## config.mk

```make
export PLATFORM = sky130hd
export DESIGN_NAME = mem_bist_ctrl
export DESIGN_NICKNAME = d
export VERILOG_FILES = /design/src/rtl/mem_bist_pkg.sv /design/src/rtl/mem_bist_addr_cnt.sv /design/src/rtl/mem_bist_ctrl.sv
export SDC_FILE = /design/constraint.sdc
export NUM_CORES = 1
export LEC_CHECK = 0
export CAP_MARGIN = 20
export CORE_ASPECT_RATIO = 1.4
export CORE_MARGIN = 1
export CORE_UTILIZATION = 49
export CTS_BUF_LIST = sky130_fd_sc_hd__clkbuf_4 sky130_fd_sc_hd__clkbuf_8
export CTS_CLUSTER_DIAMETER = 200
export DETAILED_ROUTE_END_ITERATION = 6
export PLACE_DENSITY = 0.85
export REMOVE_ABC_BUFFERS = 1
export SLEW_MARGIN = 10
export SYNTH_ARGS = -nofsm -noshare
export SYNTH_HDL_FRONTEND = slang
export SYNTH_SLANG_ARGS = --single-unit
```

## constraint.sdc

```tcl
create_clock -name clk -period 2.95 [get_ports clk]
set_input_delay 0.59 -clock clk [delete_from_list [all_inputs] [get_ports clk]]
set_output_delay 0.59 -clock clk [all_outputs]
set_load 0.05 [all_outputs]
```

## src/rtl/mem_bist_pkg.sv

```systemverilog
// Shared definitions for the memory march self-test controller: FSM state
// codes and the data pattern generator.
package mem_bist_pkg;

  typedef logic [2:0] state_t;

  localparam state_t ST_IDLE = 3'd0;
  localparam state_t ST_WR0  = 3'd1;
  localparam state_t ST_RD0  = 3'd2;
  localparam state_t ST_WR1  = 3'd3;
  localparam state_t ST_RD1  = 3'd4;
  localparam state_t ST_DONE = 3'd5;

  // Wide so any WIDTH/ADDR_WIDTH fits; the caller keeps the low WIDTH bits,
  // which zero-extends or truncates the address as needed.
  function automatic logic [63:0] pattern(input logic [63:0] seed,
                                          input logic [63:0] addr,
                                          input logic        inv);
    logic [63:0] p;
    p = seed ^ addr;
    return inv ? ~p : p;
  endfunction

endpackage

```

## src/rtl/mem_bist_addr_cnt.sv

```systemverilog
// Address counter for one march phase: walks 0..DEPTH-1 and wraps to 0,
// flagging the last address so the FSM can advance.
module mem_bist_addr_cnt #(
  parameter int DEPTH      = 16,
  parameter int ADDR_WIDTH = $clog2(DEPTH)
) (
  input  logic                  clk,
  input  logic                  rst_n,
  input  logic                  clr,
  input  logic                  en,
  output logic [ADDR_WIDTH-1:0] addr,
  output logic                  last
);

  assign last = (addr == ADDR_WIDTH'(DEPTH - 1));

  always_ff @(posedge clk or negedge rst_n) begin
    if (!rst_n) begin
      addr <= '0;
    end else if (clr) begin
      addr <= '0;
    end else if (en) begin
      addr <= last ? '0 : addr + 1'b1;
    end
  end

endmodule

```

## src/rtl/mem_bist_ctrl.sv

```systemverilog
// March-test driver for a single-port memory with combinational read:
// write P, check P, write ~P, check ~P over every address, then report.
module mem_bist_ctrl
  import mem_bist_pkg::*;
#(
  parameter int WIDTH      = 8,
  parameter int DEPTH      = 16,
  parameter int ADDR_WIDTH = $clog2(DEPTH),
  parameter int CNT_WIDTH  = $clog2(2 * DEPTH + 1)
) (
  input  logic                  clk,
  input  logic                  rst_n,
  input  logic                  start,
  input  logic [WIDTH-1:0]      seed,
  output logic                  mem_wr,
  output logic [ADDR_WIDTH-1:0] mem_addr,
  output logic [WIDTH-1:0]      mem_wdata,
  input  logic [WIDTH-1:0]      mem_rdata,
  output logic                  busy,
  output logic                  done,
  output logic                  pass,
  output logic [ADDR_WIDTH-1:0] fail_addr,
  output logic [CNT_WIDTH-1:0]  err_count,
  output logic [2:0]            dbg_state
);

  state_t                state, state_nxt;
  logic [WIDTH-1:0]      seed_q;
  logic [ADDR_WIDTH-1:0] addr;
  logic                  last;
  logic                  accept;
  logic                  wr_phase, rd_phase, inv;
  logic [63:0]           pat_full;
  logic [WIDTH-1:0]      exp_data;
  logic                  mismatch;

  assign accept   = (state == ST_IDLE) && start;
  assign wr_phase = (state == ST_WR0) || (state == ST_WR1);
  assign rd_phase = (state == ST_RD0) || (state == ST_RD1);
  assign inv      = (state == ST_WR1) || (state == ST_RD1);
  assign busy     = wr_phase || rd_phase;

  mem_bist_addr_cnt #(.DEPTH(DEPTH), .ADDR_WIDTH(ADDR_WIDTH)) u_addr_cnt (
    .clk   (clk),
    .rst_n (rst_n),
    .clr   (!busy),
    .en    (busy),
    .addr  (addr),
    .last  (last)
  );

  assign pat_full = pattern(64'(seed_q), 64'(addr), inv);
  assign exp_data = pat_full[WIDTH-1:0];
  assign mismatch = rd_phase && (mem_rdata != exp_data);

  always_comb begin
    state_nxt = state;
    case (state)
      ST_IDLE: if (start) state_nxt = ST_WR0;
      ST_WR0:  if (last)  state_nxt = ST_RD0;
      ST_RD0:  if (last)  state_nxt = ST_WR1;
      ST_WR1:  if (last)  state_nxt = ST_RD1;
      ST_RD1:  if (last)  state_nxt = ST_DONE;
      default: state_nxt = ST_IDLE;
    endcase
  end

  always_ff @(posedge clk or negedge rst_n) begin
    if (!rst_n) begin
      state     <= ST_IDLE;
      seed_q    <= '0;
      err_count <= '0;
      fail_addr <= '0;
      pass      <= 1'b0;
    end else begin
      state <= state_nxt;
      if (accept) begin
        seed_q    <= seed;
        err_count <= '0;
        fail_addr <= '0;
        pass      <= 1'b0;
      end else begin
        if (mismatch) begin
          err_count <= err_count + CNT_WIDTH'(1);
          if (err_count == '0) fail_addr <= addr;
        end
        // The final compare lands on the same edge as the verdict.
        if ((state == ST_RD1) && last) pass <= (err_count == '0) && !mismatch;
      end
    end
  end

  // Memory-side outputs come from registered state and counter only.
  assign mem_wr    = wr_phase;
  assign mem_addr  = busy ? addr : '0;
  assign mem_wdata = wr_phase ? exp_data : '0;
  assign done      = (state == ST_DONE);
  assign dbg_state = state;

endmodule

```

# Word-level counts from Yosys, hierarchy flattened
# Cells that the tools add are included.
word_totals:
  reg_bits: 26
  latchBits: 0
  ramBits: 0
  rom_bits: 0
  n_memories: 0
op_classes:
  n_addsub: 2
  multipliers: 0
  div: 0
  magnitude_cmp: 0
  n_eq_ne: 12
  n_shift: 0
  n_mux: 18
  bitwise: 2
  n_reduce_logical: 16
ops:
  columns: ["operator", "n"]
  rows:
  - ["$mux W4", 6]
  - ["$mux W8", 2]
  - ["$mux W3", 5]
  - ["$pmux W3 S5", 1]
  - ["$mux W6", 2]
  - ["$ne A2 B2 Y1 const B", 5]
  - ["$ne A8 B8 Y1", 1]
  - ["$not A8 Y8", 1]
  - ["$xor A8 B4 Y8", 1]
  - ["$add A6 B1 Y6 const B", 1]
  - ["$eq A3 B2 Y1 const B", 2]
  - ["$eq A3 B3 Y1 const B", 2]
  - ["$logic_not A6 Y1", 1]
  - ["$reduce_bool A2 Y1", 3]
  - ["$reduce_and A5 Y1", 1]
  - ["$add A4 B1 Y4 const B", 1]
  - ["$eq A4 B4 Y1 const B", 1]
  - ["$logic_and A1 B1 Y1", 4]
  - ["$logic_or A1 B1 Y1", 4]
  - ["$eq A3 B1 Y1 const B", 1]
  - ["$logic_not A3 Y1", 1]
  - ["$mux W1", 2]
  - ["$reduce_and A2 Y1", 1]
  - ["$logic_not A1 Y1", 1]

# Logic depth before layout (Yosys ltp)
logic_depth:
  word_depth: 9
  depth_mapped: 7

# Cells and area by module
# A second synthesis with hierarchy kept.
hier_totals:
  hier_cells: 177
  hier_area_um2: 1667.8
modules_own_cells:
  columns: ["mod", "n_inst", "cells_per_inst", "area_per_inst_um2", "seq_area_each_um2"]
  rows:
  - ["mem_bist_ctrl", 1, 157, 1461.4, 550.5]
  - ["mem_bist_addr_cnt", 1, 20, 206.4, 100.1]

# Worst setup path before layout
# No wires, ideal clock.
synth_path:
  kind: "register to output"
  startpoint: "register state[1], in the netlist dbg_state[1]"
  endpoint: "output mem_wdata[0]"
  t_arrival_ns: 2.306
  t_required_ns: 2.360
  setup_slack_ns: 0.054
  path_stages_with_launch: 5
  path_buffers: 2
  path_cell_list: "dfrtp_1 > buf_6 > clkbuf_1 > nor2_1 > nor3_1"
synth_via:
  elab_chain_cells: 4
  word_cells_on_any_way: 7
  classes_between: "3 x eq/ne; 2 x mux; 2 x reduce/logical"
synth_rtl:
  columns: ["item", "line", "rtl"]
  rows:
  - ["from (decl)", "mem_bist_ctrl.sv:27", "state_t state, state_nxt;"]
  - ["from (signal assigned)", "mem_bist_ctrl.sv:76", "state <= state_nxt;"]
  - ["$eq A3 B2 Y1 or $eq A3 B3 Y1 (tied branches)", "mem_bist_ctrl.sv:38, mem_bist_ctrl.sv:40", null]
  - ["$logic_or A1 B1 Y1", "mem_bist_ctrl.sv:40", "assign inv = (state == ST_WR1) || (state == ST_RD1);"]
  - ["$mux W8", "mem_bist_pkg.sv:21", "return inv ? ~p : p;"]
  - ["$mux W8 *", "mem_bist_ctrl.sv:96", "assign mem_wdata = wr_phase ? exp_data : '0;"]
  - ["to (decl)", "mem_bist_ctrl.sv:17", "output logic [WIDTH-1:0] mem_wdata,"]
# Every way passes the cells marked *; elsewhere a longest branch is shown, timed or not.

# Worst setup path after layout
layout_path:
  startpoint: "register state[2], in the netlist dbg_state[2]"
  endpoint: "output mem_wdata[2]"
# The elaborated chain is that of the path after synthesis.

==> flow_summary.ini <==
[yosys]
syn_avg_cell_area_sq_um = 9.71
synth_cell_types = 35
synthCells = 167
synthMuxAreaShare_pct = 11.7
synth_top_family_by_area = simple AND/OR/NAND/NOR gates
ys_warn_count = 0
synth_simple_gate_area_share_pct = 18.8
async_flop_share_pct = 100
ys_seq_area_share_pct = 40.1
synth_area_sq_um = 1620
synth_compound_area_share_pct = 6.40
synth_fa_ha_area_share_pct = 2.31
synth_edf_count = 0
synthFlopType = dfrtp_1
synthXorXnorAreaFrac_pct = 15.8
ys_ff_latch = 26

[place]
port-buffer-count = 47
routabilityCongestion = 0.835
hpwl_microns = 2840
dp_cells = 249

[grt]
grt_max_degree = 27
grt_antenna_before_repair = 0
grt_pass1_vias = 1409
track_usage_pct = 23.6
grt_pass1_wl_microns = 6350
grt_overflow = 0

[cts]
tritoncts = yes
clock_latency_ns = 0.27
root_buffer = clkbuf_8
cts_hold_buf = 0
ctsHtreeMaxLevel = 1
clk_pin_slew_worst_paths_ns = 0.09
clock_sinks = 26
cts_buffers = 3
cts_buffer_depth = 2

[timing]
min_period_ns = 2.86
hold_violations = 0
drv_slew = 0
finalSetupViolCount = 0
timing.fmax_ghz = 0.350
setup_tns_ns = 0
relSlewSlack_pct = 57.2
worstMarginPinSlew_ns = 0.642
hold_slack_ns = 0.525
clock_skew_ns = 0.00545
grt_setup_unrepaired = false
timing.final.crit_share_pct = 96.9

[route]
vias_per_cell = 5.50
drcViolationCount = 0
routed_wl_microns = 3790
wl_per_cell_microns = 15.0
drtPass1Iterations = 4
drt_iter0_drc = 27
num_vias = 1392
final_antenna_net_count = 0

[finish]
drive_gt1_share_pct = 10.7
fin_nets = 237
antenna_cells = 0
register_area_sq_um = 651
multiInputGateArea_sq_um = 893
final_cell_mix = 37 x clkdlybuf4s50_1, 26 x dfrtp_1, 19 x nand2_1, 19 x nor2_1
num-fill-cells = 241
areaGrowthSynthToFinish_pct = 35.3
final_common_cell = clkdlybuf4s50_1
final-instance-count-excl-fill = 253

[critical_path]
cp.arrival_ns = 2.27
reg2reg_slack_ns = 0.29
cp-start-kind = register
critical_path_class = reg -> out
cp_data_required_time_ns = 2.36
critPathCaptureType = output port
rr_worst_depth = 5
worstReg2RegStart = dbg_state[1]
r2r-end = pass
path_max_fanout = 10

[power]
p_leak_nw = 1.09
total_power_mw = 1.12
peakVddDrop_mv = 0.377
p_per_area_nw_per_um2 = 511

[hold_path]
hold_end = err_count[5]
whs_path_depth = 1
hold_path_class = reg -> reg
hp-start = err_count[5]

[floorplan]
die_h_microns = 70.1
die-width_microns = 50.6
dieArea_sq_um = 3550
row_count = 24
coreArea_sq_um = 3120
io_pins = 48
start_util_pct = 51.9

[flow_run]
maxCapViolations = 0

[outcome]
status = finished, final reports clean
==> flip-flops by register name, indices dropped and copies added (netlist names) <==
name	flops
seed_q	8
err_count	6
fail_addr	4
u_addr_cnt.addr	4
dbg_state	3
pass	1
==> cells in the mapped netlist, types with 2 or more instances <==
library cell	n	area (sq um)
dfrtp_1	26	651
nand2_1	19	71.3
nor2_1	19	71.3
mux2i_1	10	100
xor2_1	10	87.6
inv_1	9	33.8
xnor2_1	9	78.8
mux2_2	8	90.1
nor3_1	7	35.0
and2_1	6	37.5
nand3_1	5	25.0
o21ai_0	4	20.0
xnor3_1	4	90.1
clkbuf_1	3	11.3
ha_1	3	37.5
a2111oi_1	2	20.0
a2bb2oi_1	2	17.5
buf_2	2	10.0
nand3b_1	2	15.0
nand4_1	2	12.5
==> where the power goes <==
group / internal [mW] / leakage, nW / total [mW] / switching [mW]
clock network: 0.119 / 0.0288 / 0.232 / 0.112
logic: 0.161 / 0.731 / 0.426 / 0.265
registers: 0.406 / 0.334 / 0.463 / 0.0570
==> critical path: stages, from the launching register on <==
cell	delay [ns]
dfrtp_1	0.48
clkinv_1	0.16
nand2_1	0.27
nor3_1	0.26
clkdlybuf4s50_1	0.83
==> worst max path at each step <==
stage | slack, ns | startpoint | endpoint
3_5_place_dp | 0.23 | mem_rdata[0] | pass
3_3_place_gp | 0.29 | mem_rdata[2] | pass
4_1_cts | 0.06 | dbg_state[2] | mem_wdata[1]
2_1_floorplan | 0.14 | dbg_state[1] | mem_wdata[4]
5_1_grt | 0.008 | dbg_state[2] | mem_wdata[2]
6_report | 0.09 | dbg_state[2] | mem_wdata[2]
==> logic make-up after synthesis <==
family | after synthesis
AOI/OAI and AO/OA | 15
adders and majority gates | 3
xor gates and xnor gates | 23
DFF | 26
and+or+nand+nor | 65
muxes | 18
buffers and inverters | 17
==> metrics by stage <==
| step | utilization, % | cell area (sq um) | setup slack [ns] |
|---|---|---|---|
| after floorplan | - | 1580 | 0.144 |
| after global placement | 68.2 | 2130 | 0.293 |
| after detailed placement | 68.2 | 2130 | 0.229 |
| after CTS | 70.0 | 2190 | 0.0550 |
| after global routing | 70.2 | 2190 | 0.00814 |
| final | 70.2 | 2190 | 0.0919 |
==> layer usage <==
layer	vias to the layer above	track usage [%]	part of all wire [%]
met1	666	25.9	38
met3	14	3.05	5.0
met4	0	12.7	3.1
met2	59	42.7	54
met5	-	0	0
li1	653	-	-
==> what timing repair did <==
action / CTS / global route
gates resized for setup: 0 / 3
buffers inserted: 0 / 0
setup endpoints to repair: 0 / 3
==> area by class of cell <==
| type | count | area share (%) |
|---|---|---|
| Tap cell | 39 | 2.22 |
| Timing Repair Buffer | 50 | 23.2 |
| Multi-Input combinational cell | 124 | 40.7 |
| Clock buffer | 4 | 2.51 |
| Sequential cell | 26 | 29.7 |
| Inverter | 10 | 1.71 |
Power figures use the tool's default switching activity.
